## src/rtl/irig_pkg.sv

```systemverilog
// Shared constants, types and marker table for the IRIG-B pulse-width encoder.
package irig_pkg;

    localparam int unsigned DefCyclesBit  = 100000;
    localparam int unsigned DefCyclesZero = 20000;
    localparam int unsigned DefCyclesOne  = 50000;
    localparam int unsigned DefCyclesMark = 80000;

    localparam int unsigned FrameBits = 100;
    localparam int unsigned IdxW      = 7;
    localparam int unsigned NumMarks  = 11;

    localparam logic [IdxW-1:0] MarkIdx [NumMarks] = '{
        7'd0, 7'd9, 7'd19, 7'd29, 7'd39, 7'd49, 7'd59, 7'd69, 7'd79, 7'd89, 7'd99
    };

    typedef enum logic [1:0] {
        SymZero,
        SymOne,
        SymMark
    } irig_sym_e;

    typedef enum logic [1:0] {
        StIdle,
        StHigh,
        StLow
    } irig_state_e;

    typedef struct packed {
        logic [7:0] year;
        logic [9:0] day;
        logic [5:0] hour;
        logic [6:0] min;
        logic [6:0] sec;
    } irig_time_t;

    function automatic logic is_marker(input logic [IdxW-1:0] idx);
        logic hit;
        hit = 1'b0;
        for (int i = 0; i < NumMarks; i++) begin
            if (idx == MarkIdx[i]) begin
                hit = 1'b1;
            end
        end
        return hit;
    endfunction

endpackage

```

## src/rtl/irig_symbol_select.sv

```systemverilog
// Maps a frame bit position and the latched time to the symbol sent at that position.
module irig_symbol_select
    import irig_pkg::*;
(
    input  logic [IdxW-1:0] bit_idx,
    input  irig_time_t      frame,
    output irig_sym_e       symbol
);

    logic [FrameBits-1:0] data;

    always_comb begin
        // BCD digits laid out LSB first; every unlisted position stays a binary 0
        data        = '0;
        data[4:1]   = frame.sec[3:0];
        data[8:6]   = frame.sec[6:4];
        data[13:10] = frame.min[3:0];
        data[17:15] = frame.min[6:4];
        data[23:20] = frame.hour[3:0];
        data[26:25] = frame.hour[5:4];
        data[33:30] = frame.day[3:0];
        data[38:35] = frame.day[7:4];
        data[41:40] = frame.day[9:8];
        data[53:50] = frame.year[3:0];
        data[58:55] = frame.year[7:4];

        if (is_marker(bit_idx)) begin
            symbol = SymMark;
        end else if (data[bit_idx]) begin
            symbol = SymOne;
        end else begin
            symbol = SymZero;
        end
    end

endmodule

```

## src/rtl/irig_width_encode.sv

```systemverilog
// IRIG-B pulse-width encoder: frame sequencer, bit timing and double-buffered time register.
module irig_width_encode
    import irig_pkg::*;
#(
    parameter int unsigned CYCLES_BIT  = DefCyclesBit,
    parameter int unsigned CYCLES_ZERO = DefCyclesZero,
    parameter int unsigned CYCLES_ONE  = DefCyclesOne,
    parameter int unsigned CYCLES_MARK = DefCyclesMark
) (
    input  logic       clk,
    input  logic       rst_n,
    input  logic       enable,
    input  logic       time_load,
    input  logic [6:0] time_sec,
    input  logic [6:0] time_min,
    input  logic [5:0] time_hour,
    input  logic [9:0] time_day,
    input  logic [7:0] time_year,
    output logic       irigb,
    output logic       frame_start,
    output logic       time_pending,
    output logic       busy
);

    localparam int unsigned CntW = $clog2(CYCLES_BIT);
    localparam logic [CntW-1:0] LastCnt = CntW'(CYCLES_BIT - 1);
    localparam logic [IdxW-1:0] LastIdx = IdxW'(FrameBits - 1);

    irig_state_e     state_q, state_d;
    logic [CntW-1:0] bit_cnt_q, bit_cnt_d;
    logic [IdxW-1:0] bit_idx_q, bit_idx_d;
    irig_time_t      shadow_q, shadow_d;
    irig_time_t      frame_q, frame_d;
    logic            pending_q, pending_d;
    logic            irigb_q, frame_start_q;

    irig_time_t      load_val;
    irig_sym_e       symbol;
    logic [CntW-1:0] high_last;
    logic            entry;

    irig_symbol_select u_symbol_select (
        .bit_idx (bit_idx_q),
        .frame   (frame_q),
        .symbol  (symbol)
    );

    always_comb begin
        load_val      = '0;
        load_val.sec  = time_sec;
        load_val.min  = time_min;
        load_val.hour = time_hour;
        load_val.day  = time_day;
        load_val.year = time_year;
    end

    always_comb begin
        case (symbol)
            SymMark: high_last = CntW'(CYCLES_MARK - 1);
            SymOne:  high_last = CntW'(CYCLES_ONE - 1);
            default: high_last = CntW'(CYCLES_ZERO - 1);
        endcase
    end

    always_comb begin
        state_d   = state_q;
        bit_cnt_d = bit_cnt_q;
        bit_idx_d = bit_idx_q;
        entry     = 1'b0;

        unique case (state_q)
            StIdle: begin
                if (enable) begin
                    state_d   = StHigh;
                    bit_cnt_d = '0;
                    bit_idx_d = '0;
                    entry     = 1'b1;
                end
            end
            StHigh: begin
                bit_cnt_d = bit_cnt_q + CntW'(1);
                if (bit_cnt_q == high_last) begin
                    state_d = StLow;
                end
            end
            StLow: begin
                if (bit_cnt_q == LastCnt) begin
                    bit_cnt_d = '0;
                    if (bit_idx_q == LastIdx) begin
                        // enable is only consulted at frame boundaries
                        bit_idx_d = '0;
                        if (enable) begin
                            state_d = StHigh;
                            entry   = 1'b1;
                        end else begin
                            state_d = StIdle;
                        end
                    end else begin
                        bit_idx_d = bit_idx_q + IdxW'(1);
                        state_d   = StHigh;
                    end
                end else begin
                    bit_cnt_d = bit_cnt_q + CntW'(1);
                end
            end
            default: begin
                state_d = StIdle;
            end
        endcase
    end

    always_comb begin
        shadow_d  = shadow_q;
        frame_d   = frame_q;
        pending_d = pending_q;

        if (time_load) begin
            shadow_d = load_val;
        end

        if (entry) begin
            // a load landing on the transfer edge goes straight into the frame
            frame_d   = time_load ? load_val : shadow_q;
            pending_d = 1'b0;
        end else if (time_load) begin
            pending_d = 1'b1;
        end
    end

    always_ff @(posedge clk) begin
        if (!rst_n) begin
            state_q       <= StIdle;
            bit_cnt_q     <= '0;
            bit_idx_q     <= '0;
            shadow_q      <= '0;
            frame_q       <= '0;
            pending_q     <= 1'b0;
            irigb_q       <= 1'b0;
            frame_start_q <= 1'b0;
        end else begin
            state_q       <= state_d;
            bit_cnt_q     <= bit_cnt_d;
            bit_idx_q     <= bit_idx_d;
            shadow_q      <= shadow_d;
            frame_q       <= frame_d;
            pending_q     <= pending_d;
            irigb_q       <= (state_d == StHigh);
            frame_start_q <= entry;
        end
    end

    assign irigb        = irigb_q;
    assign frame_start  = frame_start_q;
    assign time_pending = pending_q;
    assign busy         = (state_q != StIdle);

endmodule

```

## config.mk

```make
export PLATFORM = sky130hd
export DESIGN_NAME = irig_width_encode
export DESIGN_NICKNAME = d
export VERILOG_FILES = /design/src/rtl/irig_pkg.sv /design/src/rtl/irig_symbol_select.sv /design/src/rtl/irig_width_encode.sv
export SDC_FILE = /design/constraint.sdc
export NUM_CORES = 1
export LEC_CHECK = 0
export ABC_AREA = 0
export BUFFER_PORTS_ARGS = -buffer_cell sky130_fd_sc_hd__buf_2
export CORE_AREA = 2 2 112 114
export CTS_CLUSTER_DIAMETER = 100
export DETAILED_ROUTE_END_ITERATION = 8
export DIE_AREA = 0 0 114 116
export GPL_TIMING_DRIVEN = 0
export PLACE_DENSITY_LB_ADDON = 0.12
export SYNTH_ARGS = -nofsm -noshare
export SYNTH_HDL_FRONTEND = slang
export SYNTH_SLANG_ARGS = --single-unit
```

## constraint.sdc

```tcl
create_clock -name clk -period 3.3 [get_ports clk]
set_input_delay 0.66 -clock clk [delete_from_list [all_inputs] [get_ports clk]]
set_output_delay 0.66 -clock clk [all_outputs]
set_load 0.005 [all_outputs]
```

# Yosys cells after proc, flatten, opt, wreduce, memory -nomap -nowiden
# Cells that the tools add are included.
# Widths: inputs -> output; s select.
word_totals:
  register_bits: 105
  output_inout_bits: 4
classes:
  eq_ne: 19
  n_addsub: 2
  reduce_logical: 8
  muxes: 34
  order_cmp: 1
  n_bitwise: 1
ops:
  columns: ["op", "count"]
  rows:
  - ["$pmux 17 s3", 1]
  - ["$mux 38", 1]
  - ["$mux 17", 2]
  - ["$pmux 17 s2", 1]
  - ["$eq 7x7->1 const B", 4]
  - ["$eq 7x6->1 const B", 3]
  - ["$mux 7", 3]
  - ["$add 17x1->17 const B", 1]
  - ["$eq 17x17->1", 1]
  - ["$eq 17x17->1 const B", 1]
  - ["$mux 1", 17]
  - ["$eq 7x5->1 const B", 2]
  - ["$pmux 7 s2", 1]
  - ["$mux 2", 5]
  - ["$lt 7x8->1 const B", 1]
  - ["$add 7x1->7 const B", 1]
  - ["$bmux 1 s7", 1]
  - ["$eq 7x4->1 const B", 1]
  - ["$logic_not 7->1", 1]
  - ["$eq 2x1->1 const B", 3]
  - ["$pmux 2 s3", 1]
  - ["$eq 2x2->1 const B", 2]
  - ["$ne 2x2->1 const B", 2]
  - ["$reduce_bool 2->1", 2]
  - ["7 further kinds", 7]

# Logic depth before layout (Yosys ltp)
# Gate-level depths: netlist of the first run.
depth:
  depth_word: 19
  depth_mapped: 10
  depth_no_buf: 8

# Modules after synthesis
# From an unflattened synthesis of the first run, not the netlist that was laid out.
unflattened:
  cells_unflattened: 536
  area_unflattened_um2: 5154.9
by_module_without_submodules:
  columns: ["module", "cells_each", "instances", "area_per_inst_um2", "seq_area_each_um2"]
  rows:
  - ["irig_width_encode", 457, 1, 4554.4, 2102.0]
  - ["irig_symbol_select", 79, 1, 600.6, 0.0]

# Worst setup path before layout of the first run
# No wires, ideal clock.
synth_path:
  kind: "register -> register"
  startpoint: "register bit_idx_q[1]"
  endpoint: "register state_q[1]"
  required_time_ps: 3180
  slack_ps: 861
  setup_time_ps: 120
  t_arrival_ps: 2320
  path_stages_with_launch: 11
  n_path_buf: 2
  path_cell_list: "dfxtp_1 > buf_2 > clkbuf_1 > inv_1 > ha_1 > and3b_1 > o21ai_0 > a2111oi_0 > a211oi_1 > nor4_2 > o31a_1"
synth_between:
  elab_chain_cells: 18
  elab_cells_between_ends: 32
  classes_between: "13 x eq/ne; 18 x mux; 1 x reduce/logical"
synth_rtl:
  columns: ["item", "line_no", "rtl"]
  rows:
  - ["start, declared", "irig_width_encode.sv:31", "logic [IdxW-1:0] bit_idx_q, bit_idx_d;"]
  - ["start signal, assigned", "irig_width_encode.sv:143", "bit_idx_q <= bit_idx_d;"]
  - ["$logic_not 7->1", "irig_pkg.sv:41", "if (idx == MarkIdx[i]) begin"]
  - ["$mux 1 (11 in a row)", "irig_pkg.sv:41", null]
  - ["$mux 2 (*)", "irig_symbol_select.sv:27", "if (is_marker(bit_idx)) begin"]
  - ["$eq 2x1->1 or $eq 2x2->1 (tied branches)", "irig_width_encode.sv:58", "case (symbol)"]
  - ["$pmux 17 s2 (*)", "irig_width_encode.sv:58", null]
  - ["$eq 17x17->1 (*)", "irig_width_encode.sv:82", "if (bit_cnt_q == high_last) begin"]
  - ["$mux 2 (*)", "irig_width_encode.sv:82", null]
  - ["$pmux 2 s3 (*)", "irig_width_encode.sv:71", "unique case (state_q)"]
  - ["end signal, assigned", "irig_width_encode.sv:132", "state_q <= StIdle;"]
  - ["end signal, assigned", "irig_width_encode.sv:141", "state_q <= state_d;"]
  - ["end, declared", "irig_width_encode.sv:29", "irig_state_e state_q, state_d;"]
# Every way passes the cells marked *; elsewhere a longest branch is shown, timed or not. The select of a mux whose other input is x is not followed.
# A chain may end at the register's enable or synchronous reset.

# Worst setup path in the final report of the first run
# Ends and elaborated chain as after synthesis.

==> results of run 1 <==
-- registers in the layout (all words and copies together), names as in the netlist --
signal        count
time_pending      1
state_q           2
frame_q          38
irigb             1
bit_idx_q         7
bit_cnt_q        17
frame_start       1
shadow_q         38
-- worst max path at each step --
stage	endpoint	cells past startpoint	from	slack (ns)
2_1_floorplan	state_q[1]	10	bit_idx_q[1]	0.86
3_3_place_gp	irigb	10	bit_idx_q[1]	0.33
3_5_place_dp	state_q[1]	10	bit_idx_q[1]	0.27
4_1_cts	irigb	10	bit_idx_q[1]	0.23
5_1_grt	state_q[1]	10	bit_idx_q[1]	0.02
6_report	state_q[1]	10	bit_idx_q[1]	0.21
-- power groups by stage --
stage	combinational, mW	sequential [mW]	clock (mW)
2_1_floorplan	0.221	1.40	0
3_3_place_gp	0.301	1.41	0
3_5_place_dp	0.308	1.41	0
4_1_cts	0.310	1.38	1.09
5_1_grt	0.345	1.39	1.13
6_report	0.305	1.38	1.05
-- worst max-delay path: stages (launching register included) --
cell	delay [ns]
sky130_fd_sc_hd__dfxtp_1	0.41
sky130_fd_sc_hd__buf_2	0.28
sky130_fd_sc_hd__clkbuf_1	0.43
sky130_fd_sc_hd__inv_1	0.16
sky130_fd_sc_hd__ha_1	0.27
sky130_fd_sc_hd__and3b_1	0.18
sky130_fd_sc_hd__o21ai_0	0.25
sky130_fd_sc_hd__a2111oi_0	0.15
sky130_fd_sc_hd__a211oi_1	0.45
sky130_fd_sc_hd__nor4_2	0.11
sky130_fd_sc_hd__o31a_1	0.29
-- routing by layer --
layer	global-route usage [%]	share of wire, %	up-vias
met5	0	0	-
met4	8.54	3.2	0
met3	4.13	3.0	23
met2	29.8	46	53
met1	23.4	47	1809
li1	-	-	1970
-- per-stage QoR --
step / utilization (%) / instance area (um2)
CTS: 47.9 / 5700
global placement: 45.5 / 5420
finish: 47.9 / 5700
floorplan: - / 5020
detailed placement: 45.5 / 5420
global route: 47.9 / 5700
-- cell type report --
cell class	count	share of cell area, %
buffer	35	2.79
clock buffer	11	4.08
clock inverter	4	0.921
inverter	15	0.987
multi-input combinational	374	47.4
sequential	105	36.9
tap	147	3.23
timing repair buffer	43	3.77
-- kinds of logic after synthesis --
logic type / Yosys count / share of synthesized area (%)
buffers and inverters: 50 / 4.29
muxes: 55 / 11.7
adders and majority gates: 9 / 2.24
xor gates and xnor gates: 20 / 3.49
and+or+nand+nor: 200 / 21.3
AOI/OAI and AO/OA: 90 / 15.0
DFF: 105 / 41.9
-- placed cells by master (no fill, tap or decap), types with 14 or more instances in the layout --
master and n:
sky130_fd_sc_hd__dfxtp_1 105, sky130_fd_sc_hd__nand3_1 14, sky130_fd_sc_hd__clkbuf_1 22, sky130_fd_sc_hd__mux2i_1 52
sky130_fd_sc_hd__o211a_1 38, sky130_fd_sc_hd__nor2_1 29, sky130_fd_sc_hd__nand2_1 64, sky130_fd_sc_hd__inv_1 15
sky130_fd_sc_hd__buf_2 50, sky130_fd_sc_hd__nor2b_1 44
==> run summary, run 1 <==
The flow ran to the end, and the final reports show no timing, DRC or antenna violations. The number of nets in the layout is between 600 and 700. Buffers inserted to repair hold after CTS numbered 0. Detailed routing inserted a total of about 3900 vias. Among all cell types in the netlist, the one instantiated most often is sky130_fd_sc_hd__dfxtp_1.

Of all cell types, the one taking the most synthesized area is sky130_fd_sc_hd__dfxtp_1. The net count after synthesis came out at 580. Counting flops with an async set or reset pin after synthesis yields a share of 0%.

The share of final-layout standard cells stronger than drive strength 1 came out at about 14%. The switching component of the power is between 0.6 and 0.7 mW. The core region is about 12000 um2. The overall die height came out at around 120 um. The startpoint identified for the worst register-to-register timing path is bit_idx_q[1]. Once the clock tree was built, the setup fixing pass inserted 0 buffers.

The transition time of the tightest slew-check pin came out at 0.921 ns. The arrival time of the worst setup path is 3.33 ns. The achievable clock frequency came out at between 300 and 400 MHz.

After synthesis, the most frequently instantiated cells are 105 x sky130_fd_sc_hd__dfxtp_1, 64 x sky130_fd_sc_hd__nand2_1, 52 x sky130_fd_sc_hd__mux2i_1. The post-CTS clock slew at the launch and capture registers of the worst setup and hold paths is about 0.070 ns. The share of the yosys chip area belonging to registers came out at between 40% and 50%. Counting the fill cells in the layout gives roughly 1200. The number of buffers created by CTS came out at 9. The post-cts repair resize count came out at 0. The setup total negative slack is 0 ns. The worst pin sits at a relative slew slack of a little under two fifths. Setup repair after global routing left no endpoint under its margin. The floorplan step defined a die boundary enclosing about 13000 um2. For hold timing, the worst endpoint is bit_cnt_q[1]. The combinational cell fraction of total power came out at between 10% and 20%.

The worst-path maximum fanout is 10. The endpoint identified for the worst register-to-register timing path is state_q[1]. In this run the number of H-tree levels came out at 3.

Counting along the longest clock path gives a buffer depth of 2. The clock network burns 38.5% of the power. The static power due to leakage is roughly 2.6 nW. Summing all multi-input logic gate instances after layout gives 2700 um2. The average cell area after synthesis came out at roughly 9.5 um2.

The wire length of the first global-routing pass is roughly 19000 um. The count of unique library cells instantiated by Yosys is 61. The first-pass iteration count of the detailed router came out at 4.

The storage element area came out at 2100 um2. The number of cells on the worst reg-to-reg path is 10. The data required time of the worst path is 3.54 ns. The worst setup path is launched from a flop. The post-placement cell count came out at 719. The I/O pin count came out at 46. After synthesis, the largest area contributor takes up approximately two fifths of total cell area. The synthesis-to-finish area growth came out at 13.6%.

The floorplan has 40 rows. The number of synthesized flops with an enable pin came out at 0. The area of the mapped netlist came out at 5020 um2. The count of cells along the worst hold path came out at 2. The iteration-0 DRC count of the detailed router came out at roughly 210.

The via count of the first global-routing pass came out at 3866. The per-cell via count in the routed design came out at around 5.3. In this run the worst hold path is classified as reg2reg.

The share of the clock period used by the worst path after layout is between 90% and 100%. The cell count after synthesis came out at about 530. The setup path with the least slack is of type reg2reg.

The detail route stage leaves a number of antenna-violating nets equal to 0. In this run the register-to-register setup slack is around 0.21 ns. The routability congestion estimate came out at 0.868. The internal power contribution is around 2.1 mW. The average wire per cell in the routed design is between 15 and 20 um. Global routing consumed, over all layers together, a little under a fifth of the routing resources. Net switching is around 24% of the power. The residual DRC count is 0. The diode insertion count for antenna repair is 0. The width of the die is ~110 um. The latest clock arrival within the worst-skew pair is roughly 0.36 ns.

Summed over all layers, the global routing overflow is 0. The number of warnings reported in the yosys synthesis log is 0. The total count of hold-check failures in the final report is 0. The final count of negative-setup-slack endpoints is 0. The number of antenna violations at the first check in global routing came out at 0. The power share of the sequential group is just over 50%. The worst setup path is captured at a flop. The number of pins with negative max-slew slack in the final report is 0. Wires add up to 11300 um.

The minimum clock period came out at around 3 ns. By area the synthesized netlist is led by sky130_fd_sc_hd__dfxtp_1 42%, sky130_fd_sc_hd__mux2i_1 10%, sky130_fd_sc_hd__o211a_1 7.6%, sky130_fd_sc_hd__nor2b_1 5.5%, sky130_fd_sc_hd__nand2_1 4.8%. The post-route worst setup slack is approximately 0.21 ns. Among all flip-flop cells after synthesis, the most frequent one is sky130_fd_sc_hd__dfxtp_1.

In this run the most critical hold path is launched from bit_cnt_q[1]. The TritonCTS sink count came out at approximately 110. The final cell count without fillers came out at ~730. The power per cell area came out at 480 nW/um2.

TritonCTS built the clock tree. The peak ir drop on the vdd network is 0.371 mV. The worst-case clock skew is a little over 0.009 ns.

In this run the tool buffered the top-level ports with 43 buffer cells. The maximum number of pins on one net before global-route repair came out at 17. Across all hold checks on the routed design, the worst slack comes to roughly 0.50 ns. After synthesis the netlist holds a flip-flop and latch count of 105.

Once detailed placement completed, the half-perimeter wirelength came to 8420 um. The setup slack at placement is between 0.2 and 0.3 ns. The max-capacitance violation count came out at 0. The initial standard-cell utilization of the core is between 40 and 50%. The cell sitting at the root of the clock tree is a sky130_fd_sc_hd__clkbuf_16. The overall power after layout is roughly 2.7 mW.
(Power assumes the default switching activity.)
==> inputs of run 2 (changes only) <==
--- a/config.mk
+++ b/config.mk
@@ -7,10 +7,10 @@
 export LEC_CHECK = 0
 export ABC_AREA = 0
 export BUFFER_PORTS_ARGS = -buffer_cell sky130_fd_sc_hd__buf_2
-export CORE_AREA = 2 2 112 114
+export CORE_AREA = 2 2 99 101
 export CTS_CLUSTER_DIAMETER = 100
 export DETAILED_ROUTE_END_ITERATION = 8
-export DIE_AREA = 0 0 114 116
+export DIE_AREA = 0 0 101 103
 export GPL_TIMING_DRIVEN = 0
 export PLACE_DENSITY_LB_ADDON = 0.12
 export SYNTH_ARGS = -nofsm -noshare
==> run 2 against run 1 <==
Compared with the run above:
- global-route usage increased by 3.1 points
- sequential power about the same
- sequential cell count stayed put
- final cell count fell by 4.5%
- non-clock buffer count is the same
- first-iteration DRC count is 25% lower
- clock skew shrank 0.00053 ns
- critical path depth unchanged
- final area decreased by 1.8%
- maximum frequency increased by 5.3%
- via count is 1.1% higher
- power fell by 6.1%
- critical endpoint unchanged
- largest power group unchanged
==> run summary, run 2 (synthesized netlist as in run 1, its figures left out) <==
The average wire per cell in the routed design is 15.1 um (-1.9%). The number of antenna violations at the first check in global routing came to 0 (unchanged). The initial standard-cell utilization of the core came to 53.1% (+11 points). The worst setup path is of the reg2reg kind. The setup slack at placement is 0.399 ns (+0.126 ns). The max-capacitance violation count came out at 0 (unchanged).

The width of the die came out at 101 um (-11%). The minimum clock period came out at 2.94 ns (-0.154 ns). The total congestion overflow came out at 0 (unchanged).

The share of final-layout standard cells stronger than drive strength 1 came to 14.5% (+0.34 points). The worst hold path begins at bit_cnt_q[1]. The share of the clock period used by the worst path after layout was 89.0% (-4.7 points). The post-CTS clock slew at the launch and capture registers of the worst setup and hold paths is 0.09 ns (+0.02 ns).

The latest clock arrival within the worst-skew pair is 0.37 ns (about the same). The maximum number of pins on one net before global-route repair is 17 (unchanged). The post-cts repair resize count came out at 0 (unchanged). The cell with the largest stage delay on the worst path is sky130_fd_sc_hd__a211oi_1.

The final count of negative-setup-slack endpoints was 0 (unchanged). The maximum count of clock buffers along a single path is 2 (unchanged). In the final layout, the registers with the most flip-flops are frame_q x38, shadow_q x38, bit_cnt_q x17. The vias after detailed routing was 3898 (+1.1%). The run finished with clean final reports. The combined area of the multi-input logic cells is 2700 um2 (unchanged). The number of buffers created by CTS came to 9 (unchanged). The launch point of the worst reg-to-reg path is bit_idx_q[1]. The number of cells on the worst reg-to-reg path came to 10 (unchanged). The largest incremental delay on the critical path came to 0.43 ns (-0.02 ns). The endpoint identified for the worst register-to-register timing path is state_q[1]. The diode insertion count for antenna repair came to 0 (unchanged).

The post-route worst setup slack came out at 0.362 ns (+0.154 ns). The reg-to-reg setup timing slack came to 0.36 ns (+0.15 ns). The count of hold-fix buffers inserted at cts came to 0 (unchanged). The I/O pin count is 46 (unchanged). The worst hold path belongs to the class reg2reg. The routability congestion estimate came to 0.924 (+6.3%). The transition time of the tightest slew-check pin is 0.918 ns (-0.00239 ns). The storage element area came out at 2100 um2 (unchanged). The setup total negative slack came out at 0 ns (unchanged). Counting stages on the worst path, the most repeated cell is sky130_fd_sc_hd__a211oi_1. The arrival time of the worst setup path is 3.20 ns (-0.13 ns). The total count of hold-check failures in the final report is 0 (unchanged). The per-cell via count in the routed design is 5.56 (+5.9%).

The static power due to leakage was 2.53 nW (-0.95%). The wire length of the first global-routing pass is 17600 um (-7.5%). The top cell types in the final layout, fill and taps aside, are 105 x sky130_fd_sc_hd__dfxtp_1, 64 x sky130_fd_sc_hd__nand2_1, 52 x sky130_fd_sc_hd__mux2i_1.

The count of buffers from port buffering came out at 43 (unchanged). The TritonCTS sink count came out at 105 (unchanged). The synthesis-to-finish area growth came out at 11.6%.

The achievable clock frequency was 340 MHz (+5.3%). The root buffer cell chosen for the clock tree is sky130_fd_sc_hd__clkbuf_8. The final hold slack came out at 0.503 ns (+0.00528 ns). The most frequent standard cell in the layout excluding fill and tap cells is sky130_fd_sc_hd__dfxtp_1. The number of fill cells is 876 (-26%). The power per cell area is 459 nW/um2 (-4.4%).

The worst-case clock skew was 0.00864 ns (-0.000528 ns). STA classifies the critical path endpoint as a flop. The CTS tree is yes.

The residual DRC count is 0 (unchanged). The area enclosed by the die boundary came out at 10400 um2 (-21%). The number of pins with negative max-slew slack in the final report came out at 0 (unchanged).

The peak ir drop on the vdd network is 0.288 mV (-22%). The remaining antenna violation count came to 0 (unchanged). The final wirelength came out at 10600 um (-6.3%).

The number of buffers and inverters on the critical path is 3 (unchanged). The data required time of the worst path came to 3.56 ns (+0.02 ns). The worst setup path is launched from a flop. The number of nets in the layout is 634 (unchanged). The via count of the first global-routing pass came out at 3755 (-2.9%). The total half-perimeter wirelength after legalization and detailed placement was 8020 um (-4.7%). The global router's overall resource usage is 21.4% (+3.1 points). The H-tree level count was 3 (unchanged).

The worst-path maximum fanout is 10 (unchanged). The placement row count is 36 (-10%). The overall power after layout came out at 2.57 mW (-6.1%). Setup repair after global routing left no endpoint under its margin. Grouping stages by cell kind, the critical path spends the most delay in compound AO/OA/AOI/OAI gates.

The iteration-0 DRC count of the detailed router came to 160 (-25%). The destination of the worst hold path is bit_cnt_q[1]. The normalized max-slew margin is 37.2% (+0.16 points). The count of cells along the worst hold path was 2 (unchanged). The final cell utilization of the core came out at 59.2% (+11 points). The number of buffers inserted by post-CTS setup repair is 0 (unchanged). The first-pass iteration count of the detailed router is 4 (unchanged). The placeable core area is 9460 um2 (-21%).

The overall die height is 103 um (-11%). The signal on the critical path passes through buf_2 -> clkbuf_1 -> inv_1 -> ha_1 -> and3b_1 -> o21ai_0 -> a2111oi_0 -> a211oi_1 -> a211oi_1 -> o31a_1.
[run 2: cell count changes in the layout (fill, tap and decap cells not counted), sizes merged]
cell / previous run / this run
clkinv: 2 / 1
bufinv: 1 / 2
[run 2: report_power, final]
group          internal (mW)  total (mW)  switching [mW]
Sequential              1.34        1.38          0.0362
Clock                  0.466       0.891           0.425
Combinational          0.139       0.304           0.165
Total                   1.95        2.57           0.626
[run 2: tightest hold or removal path, cell delays in order, from the launching register on]
cell and delay, ns:
sky130_fd_sc_hd__dfxtp_1 0.34, sky130_fd_sc_hd__nand2_1 0.06, sky130_fd_sc_hd__a21oi_1 0.06
[run 2: worst max path at each step]
stage | from | endpoint | slack (ns) | cells past startpoint
finish | bit_idx_q[1] | state_q[1] | 0.36 | 10
global route | bit_idx_q[1] | state_q[1] | 0.007 | 10
CTS | bit_idx_q[1] | state_q[1] | 0.37 | 10
detailed placement | bit_idx_q[1] | state_q[1] | 0.40 | 10
global placement | bit_idx_q[1] | state_q[1] | 0.42 | 10
floorplan | bit_idx_q[1] | state_q[1] | 0.86 | 10
[run 2: metrics by stage]
stage	instances	cell area [um2]
detailed placement	686	5380
CTS	701	5600
global placement	686	5380
floorplan	529	5020
global route	701	5600
finish	701	5600
[run 2: final cells by class]
cell class / count / area share, %
Sequential cell: 105 / 37.5
Clock buffer: 11 / 2.70
Timing Repair Buffer: 43 / 3.84
Buffer: 35 / 2.84
Tap cell: 114 / 2.55
Multi-Input combinational cell: 374 / 48.2
Clock inverter: 4 / 1.32
Inverter: 15 / 1.01
[run 2: per-layer routing]
metal	share of wire, %	global-route usage [%]	vias up
met5	0	0	-
met4	1.5	9.04	0
met3	4.0	4.00	13
met2	47	34.8	69
met1	48	28.2	1849
li1	-	-	1967
==> inputs of run 3 (changes only) <==
--- a/config.mk
+++ b/config.mk
@@ -7,10 +7,10 @@
 export LEC_CHECK = 0
 export ABC_AREA = 0
 export BUFFER_PORTS_ARGS = -buffer_cell sky130_fd_sc_hd__buf_2
-export CORE_AREA = 2 2 99 101
+export CORE_AREA = 2 2 116 118
 export CTS_CLUSTER_DIAMETER = 100
 export DETAILED_ROUTE_END_ITERATION = 8
-export DIE_AREA = 0 0 101 103
+export DIE_AREA = 0 0 118 120
 export GPL_TIMING_DRIVEN = 0
 export PLACE_DENSITY_LB_ADDON = 0.12
 export SYNTH_ARGS = -nofsm -noshare
==> run 3 against run 2 <==
Compared with the run above:
- via count decreased by 1.2%
- clock skew decreased by 0.0029 ns
- largest power group unchanged
- global-route usage decreased by 4.0 points
- maximum frequency increased by 1.7%
- combinational power about the same
- critical path depth unchanged
- non-clock buffer count unchanged
- register-to-register slack improved by 0.05 ns
- power increased by 6.2%
- routed wire length increased by 9.5%
==> run summary, run 3 (synthesized netlist as in run 1, its figures left out) <==
The share of the clock period used by the worst path after layout is 87.5% (-1.5 points). The number of pins with negative max-slew slack in the final report is 0 (unchanged). The remaining antenna violation count is 0 (unchanged). The CTS tree is yes.

The total count of hold-check failures in the final report was 0 (unchanged). The post-CTS clock slew at the launch and capture registers of the worst setup and hold paths is 0.07 ns (-0.02 ns). The per-cell via count in the routed design was 5.04 (-9.4%). The maximum number of pins on one net before global-route repair came to 19 (+2). The count of buffers from port buffering came to 43 (unchanged). The residual DRC count came out at 0 (unchanged). The width of the die is 118 um (+17%). The setup total negative slack came to 0 ns (unchanged). The first-pass iteration count of the detailed router was 4 (unchanged). The library cell used most frequently in the layout, excluding fill and tap cells, is sky130_fd_sc_hd__dfxtp_1. The latest clock arrival within the worst-skew pair is 0.35 ns (-0.02 ns).

The count of cells along the worst hold path came to 2 (unchanged). The number of fill cells is 1353 (+54%). The worst-path maximum fanout is 10 (unchanged).

The total number of cells along the worst setup path came out at 10 (unchanged). The worst setup path is launched from a flop. Setup repair after global routing left no endpoint under its margin. The number of buffers created by CTS is 9 (unchanged). The achievable clock frequency is 346 MHz (+1.7%).

The worst setup path is of the reg2reg kind. The arrival time of the worst setup path came out at 3.13 ns (-0.07 ns). The post-placement cell count came out at 748 (+9.0%). The worst-case clock skew came out at 0.00575 ns (-0.00290 ns). The number of cells on the worst reg-to-reg path came out at 10 (unchanged). The overall die height came to 120 um (+17%). The cell area reported after detailed placement was 5450 um2 (+1.4%). In this design, the largest share of critical-path delay is due to compound AO/OA/AOI/OAI gates. The number of buffers and inverters on the critical path came out at 3 (unchanged). The run finished with clean final reports. The peak ir drop on the vdd network came out at 0.311 mV (+7.8%). The total half-perimeter wirelength after legalization and detailed placement came out at 8740 um (+9.0%).

The number of nets in the layout came out at 634 (unchanged). The post-route worst setup slack is 0.413 ns (+0.0502 ns). The final cell count without fillers is 764 (+9.0%). The largest incremental delay on the critical path came to 0.41 ns (-0.02 ns). The global router's overall resource usage came out at 17.5% (-4.0 points). The area enclosed by the die boundary came out at 14200 um2 (+36%). The average wire per cell in the routed design is 15.2 um (+0.44%). The normalized max-slew margin came out at 39.3% (+2.1 points). The count of hold-fix buffers inserted at cts came out at 0 (unchanged). The placeable core area came out at 13000 um2 (+37%). The minimum clock period came out at 2.89 ns (-0.0502 ns). The setup slack at placement is 0.297 ns (-0.102 ns). The TritonCTS sink count came out at 105 (unchanged). The routability congestion estimate is 0.844 (-8.6%). The power per cell area is 476 nW/um2 (+3.5%).

The largest registers in the layout are frame_q x38, shadow_q x38, bit_cnt_q x17. The share of final-layout standard cells stronger than drive strength 1 came out at 14.8% (+0.32 points). The root buffer cell is sky130_fd_sc_hd__clkbuf_16. The final hold slack is 0.500 ns (-0.00327 ns).

Walking the worst path, the cells encountered are buf_2 -> clkbuf_1 -> inv_1 -> ha_1 -> and3b_1 -> o21ai_0 -> a2111oi_0 -> a211oi_2 -> nor4_2 -> o31a_1. The number of antenna violations at the first check in global routing is 0 (unchanged). The maximum count of clock buffers along a single path came out at 2 (unchanged).

The max-capacitance violation count came out at 0 (unchanged). The H-tree level count is 3 (unchanged). The path class of the tightest hold or removal check is reg2reg. The final count of negative-setup-slack endpoints is 0 (unchanged).

The area of all placed cells without fillers came out at 5750 um2 (+2.6%). The number of buffers inserted by post-CTS setup repair was 0 (unchanged). The data required time of the worst path was 3.55 ns (about the same). The diode insertion count for antenna repair came out at 0 (unchanged).

The transition time of the tightest slew-check pin came to 0.887 ns (-0.0312 ns). The static power due to leakage came out at 2.55 nW (+1.1%). The wire length of the first global-routing pass came out at 19700 um (+11%). The post-cts repair resize count is 0 (unchanged). The vias after detailed routing is 3850 (-1.2%).

The iteration-0 DRC count of the detailed router came to 181 (+13%). The synthesis-to-finish area growth is 14.6%. The I/O pin count was 46 (unchanged). The total congestion overflow came to 0 (unchanged). In the layout the commonest cells are 105 x sky130_fd_sc_hd__dfxtp_1, 64 x sky130_fd_sc_hd__nand2_1, 52 x sky130_fd_sc_hd__mux2i_1. STA classifies the critical path endpoint as a flop. The initial standard-cell utilization of the core is 38.7% (-14 points).

The placement row count is 42 (+17%). The final wirelength is 11600 um (+9.5%). The largest individual stage delay along the critical path comes from the cell sky130_fd_sc_hd__dfxtp_1. The via count of the first global-routing pass was 3935 (+4.8%).
-- run 3: cell types whose count changed in the layout (fill, tap and decap cells not counted), sizes merged --
cell / before / now
clkinv: 1 / 3
clkbuf: 31 / 30
inv: 16 / 17
bufinv: 2 / 0
clkinvlp: 0 / 1
-- run 3: power breakdown --
group	internal, mW	leakage, nW	switching [mW]	total, mW
Combinational	0.139	1.55	0.166	0.306
Sequential	1.34	0.863	0.0385	1.38
Clock	0.542	0.142	0.506	1.05
-- run 3: worst paths after layout --
check               start            to  slack, ns
min reg2reg  bit_cnt_q[1]  bit_cnt_q[1]       0.50
max reg2reg  bit_idx_q[1]    state_q[1]       0.41
min          bit_cnt_q[1]  bit_cnt_q[1]       0.50
max          bit_idx_q[1]    state_q[1]       0.41
-- run 3: tightest hold or removal path, cell delays in order (launching register included) --
cell and delay [ns]:
sky130_fd_sc_hd__dfxtp_1 0.34, sky130_fd_sc_hd__nand2_1 0.06, sky130_fd_sc_hd__a21oi_1 0.05
-- run 3: layer usage --
metal	vias up	share of wire [%]	global-route usage (%)
met5	-	0	0
met2	57	48	29.5
li1	1970	-	-
met3	12	3.6	4.66
met4	0	1.1	5.05
met1	1811	47	21.9
-- run 3: final cells by class --
class / count / area, um2 / share of cell area, %
multi-input cells: 374 / 2710 / 47.1
inverters: 15 / 56.3 / 0.979
plain buffers: 35 / 159 / 2.76
well taps: 176 / 220 / 3.83
clock buffers: 10 / 239 / 4.16
clock inverters: 6 / 51.3 / 0.892
repair buffers: 43 / 215 / 3.74
flip-flops and latches: 105 / 2100 / 36.6
-- run 3: per-stage QoR --
| stage | utilization (%) | power, mW |
|---|---|---|
| finish | 44.3 | 2.73 |
| detailed placement | 42.0 | 1.72 |
| global placement | 42.0 | 1.71 |
| floorplan | - | 1.62 |
| CTS | 44.3 | 2.78 |
| global route | 44.3 | 2.87 |
